## config.mk

```make
export PLATFORM = sky130hd
export DESIGN_NAME = button_event_queue
export DESIGN_NICKNAME = d
export VERILOG_FILES = /design/src/rtl/button_event_queue.sv
export SDC_FILE = /design/constraint.sdc
export NUM_CORES = 1
export LEC_CHECK = 0
export CORE_MARGIN = 5
export CORE_UTILIZATION = 40
export DETAILED_ROUTE_END_ITERATION = 12
export GPL_TIMING_DRIVEN = 0
export PLACE_DENSITY = 0.69
export SLEW_MARGIN = 20
export SYNTH_ARGS = -nofsm -noshare
export SYNTH_HDL_FRONTEND = slang
export SYNTH_SLANG_ARGS = --single-unit
```

## constraint.sdc

```tcl
create_clock -name clock -period 4.49 [get_ports clock]
set_clock_uncertainty 0.1 [all_clocks]
set_input_delay 0.898 -clock clock [delete_from_list [all_inputs] [get_ports clock]]
set_output_delay 0.898 -clock clock [all_outputs]
set_load 0.02 [all_outputs]
```

## src/rtl/button_event_queue.sv

```systemverilog
// Converts debounced button levels into press events and queues them for the CPU.
// The CPU reads the head and status through q_data and pops it with rd_ack.
module button_event_queue #(
  parameter int NUM_BUTTONS = 4,
  parameter int DEPTH       = 8,
  parameter int PTR_W       = 3
) (
  input  logic                   clock,
  input  logic                   reset,
  input  logic [NUM_BUTTONS-1:0] buttons,
  input  logic                   rd_ack,
  input  logic                   clr_ovf,
  output logic [31:0]            q_data,
  output logic                   ev_valid,
  output logic                   overflow
);

  localparam logic [PTR_W:0] FULL_COUNT = (PTR_W+1)'(DEPTH);

  logic [NUM_BUTTONS-1:0] prev;
  logic [NUM_BUTTONS-1:0] press_mask;
  logic [NUM_BUTTONS-1:0] mem [DEPTH];
  logic [PTR_W-1:0]       wr_ptr;
  logic [PTR_W-1:0]       rd_ptr;
  logic [PTR_W:0]         count;
  logic                   do_pop;
  logic                   do_push;
  logic                   do_drop;

  // prev tracks buttons even in reset so a button held through reset is not an event
  always_ff @(posedge clock) begin
    prev <= buttons;
  end

  always_comb begin
    press_mask = buttons & ~prev;
    do_pop     = rd_ack && (count != '0);
    do_push    = (press_mask != '0) && ((count < FULL_COUNT) || do_pop);
    do_drop    = (press_mask != '0) && !do_push;
  end

  always_ff @(posedge clock) begin
    if (do_push && !reset) begin
      mem[wr_ptr] <= press_mask;
    end
  end

  always_ff @(posedge clock) begin
    if (reset) begin
      wr_ptr   <= '0;
      rd_ptr   <= '0;
      count    <= '0;
      overflow <= 1'b0;
    end else begin
      if (do_push) begin
        wr_ptr <= wr_ptr + PTR_W'(1);
      end
      if (do_pop) begin
        rd_ptr <= rd_ptr + PTR_W'(1);
      end
      if (do_push && !do_pop) begin
        count <= count + (PTR_W+1)'(1);
      end else if (do_pop && !do_push) begin
        count <= count - (PTR_W+1)'(1);
      end
      // a drop in the same cycle as a clear leaves the flag set
      if (do_drop) begin
        overflow <= 1'b1;
      end else if (clr_ovf) begin
        overflow <= 1'b0;
      end
    end
  end

  always_comb begin
    q_data        = '0;
    q_data[31]    = (count != '0);
    q_data[30]    = overflow;
    q_data[29:24] = 6'(count);
    if (count != '0) begin
      q_data[NUM_BUTTONS-1:0] = mem[rd_ptr];
    end
    ev_valid = q_data[31];
  end

endmodule

```

After elaboration in Yosys (flattened, before gate mapping)
Memories as Yosys holds them, arrays and structs flattened. A register that Yosys moved wholly into a read port is not among the register bits.
Index checks and enable logic that the tools add are counted.
Cells by class
  add/subtract/negate cells: 4
  $lt $le $gt $ge: 1
  multiplexer cells: 9
  bitwise gates (word level): 2
  reduce and logical (&&, ||, !) cells: 14
Operator list (count)
  4-bit two-way mux: 3
  4-bit nonzero test: 2
  3-bit by 1-bit adder with 3-bit output (second input constant): 2
  1-bit logical AND: 6
  3-bit two-way mux: 2
  4-bit by 1-bit adder with 4-bit output (second input constant): 1
  4-bit AND: 1
  4-bit < comparator (second input constant): 1
  1-bit two-way mux: 4
  4-bit NOT: 1
  2-bit nonzero test: 2
  4-bit by 1-bit subtractor with 4-bit output (second input constant): 1
  1-bit zero test: 3
  1-bit logical OR: 1
Storage, ports and cells
  bits in registers: 15
  RAM bits: 32
  input port bits: 8
  word-level logic and storage cells: 36
  memories: 1
Memory list
  mem: depth 8, width 4, rd ports 1, clocked after memory_dff 1, wr ports 1, RTL line 22  | logic [NUM_BUTTONS-1:0] mem [DEPTH];

Depth between registers and ports, before layout
  depth after elaboration: 8
  gate-level depth with buffers: 10

Worst setup path before layout
No wires, ideal clock.
  path kind: input-to-reg
  from: in buttons[2]
  to: reg count[3]
  arrival time: 2845 ps
  data required time: 4269 ps
  slack: 1424 ps
  stages on the path: 10
  buffers on the path: 0
  cell sequence: nor2b_4 > o41ai_2 > inv_1 > ha_1 > inv_1 > ha_1 > a21oi_1 > a211oi_1 > a31oi_1 > mux2_2
On the way
  word-level cells in the longest chain between the ends: 6
  elaborated cells between the ends (all ways): 8
  classes of those cells: 1 x mux; 1 x bitwise; 6 x reduce/logical
RTL lines
  start, declared: RTL line 10  | input logic [NUM_BUTTONS-1:0] buttons,
  4-bit AND (*): RTL line 36  | press_mask = buttons & ~prev;
  4-bit nonzero test (*): RTL line 38  | do_push = (press_mask != '0) && ((count < FULL_COUNT) || do_pop);
  1-bit logical AND (*): RTL line 38
  1-bit zero test: RTL line 63  | end else if (do_pop && !do_push) begin
  1-bit logical AND: RTL line 63
  2-bit nonzero test (no source line)
  end signal, assigned: RTL line 62  | count <= count + (PTR_W+1)'(1);
  end signal, assigned: RTL line 64  | count <= count - (PTR_W+1)'(1);
  end, declared: RTL line 25  | logic [PTR_W:0] count;
Every way passes the cells marked *; elsewhere a longest branch is shown, timed or not.
A chain may end at the register's enable or synchronous reset.

Worst setup path after layout
  from: in buttons[1]
  to: reg count[3]
On the way
  word-level cells in the longest chain between the ends: 6
  elaborated cells between the ends (all ways): 8
  classes of those cells: 1 x mux; 1 x bitwise; 6 x reduce/logical
RTL lines
  4-bit AND (*): RTL line 36
  named net press_mask[1]: RTL line 21  | logic [NUM_BUTTONS-1:0] press_mask;
  4-bit nonzero test (*): RTL line 38
  1-bit logical AND (*): RTL line 38
  1-bit zero test: RTL line 63
  1-bit logical AND: RTL line 63
  2-bit nonzero test (no source line)
The timed path passes the listed nets; every way through them passes the cells marked *.

==> out/results.txt <==
Yosys top cell area share: 0.4271
gr usage total: 0.1056
buffers plus inverters on the worst setup path: 3
first-pass GRT wire length: 5851 um
post-CTS sizing: 0
antenna-violating nets left: 0
# IOs: 42
fraction of the yosys area taken by sequential cells: 0.5873
setup TNS: 0 ns
DRT Pass-1 Iters: 4
unrepaired setup endpoints after global routing: false
Max IR drop VDD: 382.4 uV
wirelength, routed: 3534 um
Max FO, Critical Path: 10
crit path capture type: flip-flop
clk sink count: 50
Tmin final: 3.464 ns
slew margin rel.: 0.3823
class of the worst hold path: reg -> reg
Core Rows: 27
top cells by area, synth: edfxtp_1 43%, dfxtp_1 16%, buf_4 8.0%
CP max stage delay: 0.53 ns
Die W: 85.00 um
Die ar.: 7224 um^2
Crit-path slowest cell: nor2b_1
worst hold slack: 0.3905 ns
Cell Area, Synth: 2250 um^2
critical-path cell list: clkdlybuf4s50_1 -> nor2b_1 -> o41ai_2 -> inv_1 -> ha_1 -> inv_1 -> ha_1 -> a21oi_1 -> a211oi_1 -> a31oi_1 -> mux2_2
1st-iter DRT viols: 65
flops & latches, synth: 50
CTS Hold Bufs: 0
Port Buffers: 18
htree depth: 2
initial antenna violation count: 0
PD cells: 548.1 nW/um^2
CTS root buf: clkbuf_8
crit share post-route: 0.7715
setup ws final: 1.026 ns
maximum number of pins on one net before global-route repair: 17
core area: 5473 um^2
ratio of cells with drive above 1 in the final layout: 0.2394
synth warn: 0
DR vias: 1254
Residual DRC: 0
clock network latency to the later pin of the worst-skew pair: 0.30 ns
final setup vio count: 0
CP top delay family: buffers and inverters
Layout Utilization: 0.5000
clock transition at the registers of the reported paths: 0.09 ns
nets: 226
Via density: 4.400
Metal-1 WL: 1420 um
final hold vios: 0
post-synth top area cell: edfxtp_1
Max Root-Sink Buffers: 2
Placer Congestion: 0.7606
Num CTS Buffers: 5
Worst-Margin Slew: 0.9181 ns
Req. time, crit path: 4.59 ns
startpoint types: input port
vias in the first global route: 1154
CTS tree: built
Leak Pwr: 1.053 nW
Synth Instances: 166
Initial Utilization: 0.4111
DP HPWL: 2709 um
arrival time at the worst endpoint: 3.56 ns
setup bufs post-CTS: 0
WL met2: 1686 um
WL/cell: 12.40 um
n_diodes: 0
total power: 1.500 mW
DR top layer: met4
commonest non-fill, non-tap cells in the layout: 32 x edfxtp_1, 24 x buf_4, 22 x conb_1, 19 x nor2_1
fill count: 481
Setup WS pre-CTS: 0.6755 ns
status: completed
synthesis-to-layout area growth: 21.63%
FMAX: 0.2887 GHz
maxcap violations: 0
syn_area_per_cell: 13.55 um^2
routed wl met3: 344 um
die extent in y: 85.00 um
most common cell after layout, fill and taps aside: edfxtp_1
total congestion overflow: 0
Yosys cell types: 34
WS Path Type: in -> reg
final-report max-slew violation count: 0
## cell usage after synthesis
cell / number
nand2_1: 4
mux2i_1: 5
xor2_1: 3
a21oi_1: 5
nor2_1: 19
a211oi_1: 1
ha_1: 5
inv_1: 6
mux2_2: 1
a32oi_1: 1
nor3_1: 2
nor4_1: 2
fa_1: 1
clkbuf_1: 4
dfxtp_1: 18
edfxtp_1: 32
a31o_1: 1
a31oi_1: 1
nor2b_4: 3
or4_4: 1
buf_4: 24
nand3_1: 5
nor2b_1: 2
xnor2_1: 1
o41ai_2: 1
a311oi_2: 1
buf_1: 1
or3_1: 1
nand2b_1: 2
mux4_2: 8
buf_2: 1
or2_2: 2
conb_1: 1
nor4_4: 1
## worst register-to-register path, delay by kind of cell (launching register included)
kind                       cells  cell delay, ns
muxes                          1            0.35
buffers and inverters          2            0.25
DFF                            1            0.40
adders and majority gates      2            0.52
AOI/OAI and AO/OA              3            0.45
and+or+nand+nor                2            0.59
## registers in the layout (all words and copies together) (netlist names), named ones only
name      flops
count         4
mem          32
overflow      1
prev          4
rd_ptr        3
wr_ptr        3
## metrics by stage
step | instance area, um^2 | std cells
2_1_floorplan | 2328 | 187
3_3_place_gp | 2599 | 277
3_5_place_dp | 2599 | 277
4_1_cts | 2736 | 285
5_1_grt | 2736 | 285
6_report | 2736 | 285
## cells by family (layout without fill, tap and decap cells)
| logic type | count (synthesis) | in the layout | share of synthesized area |
|---|---|---|---|
| flops | 50 | 50 | 0.5873 |
| buf+inv | 36 | 62 | 0.1007 |
| compound gates | 11 | 11 | 0.03893 |
| simple gates | 44 | 44 | 0.1118 |
| xor+xnor | 4 | 4 | 0.01558 |
| other cells | 1 | 22 | 0.001667 |
| mux | 14 | 14 | 0.1073 |
| fa+ha+maj | 6 | 6 | 0.03671 |
## layout make-up
class	instances	area (um^2)	share of cell area
Clock buffer	5	68.82	0.02515
Multi-Input combinational cell	101	780.7	0.2853
Tap cell	72	90.09	0.03292
Clock inverter	3	68.82	0.02515
Inverter	6	22.52	0.008230
Sequential cell	50	1321	0.4829
Buffer	30	203.9	0.07453
Timing Repair Buffer	18	180.2	0.06584
## path summary, 6_finish.rpt
kind | cells past startpoint | slack (ns) | end | from
setup / recovery | 11 | 1.03 | count[3] | buttons[1]
hold / removal | 2 | 0.39 | flip-flop | rd_ptr[1]
setup reg to reg | 10 | 1.74 | count[3] | count[0]
hold reg to reg | 2 | 0.39 | flip-flop | rd_ptr[1]
## power breakdown
group	total (mW)	switching (mW)	internal, mW
Clock	0.367	0.144	0.223
Combinational	0.554	0.281	0.273
Sequential	0.579	0.0434	0.536
Total	1.50	0.468	1.03
## routing by layer
metal | vias to the layer above | GRT usage
met5 | - | 0
met4 | 0 | 0.05180
met3 | 7 | 0.03398
met2 | 52 | 0.1603
met1 | 559 | 0.1359
li1 | 636 | -
Power figures use the tool's default switching activity.
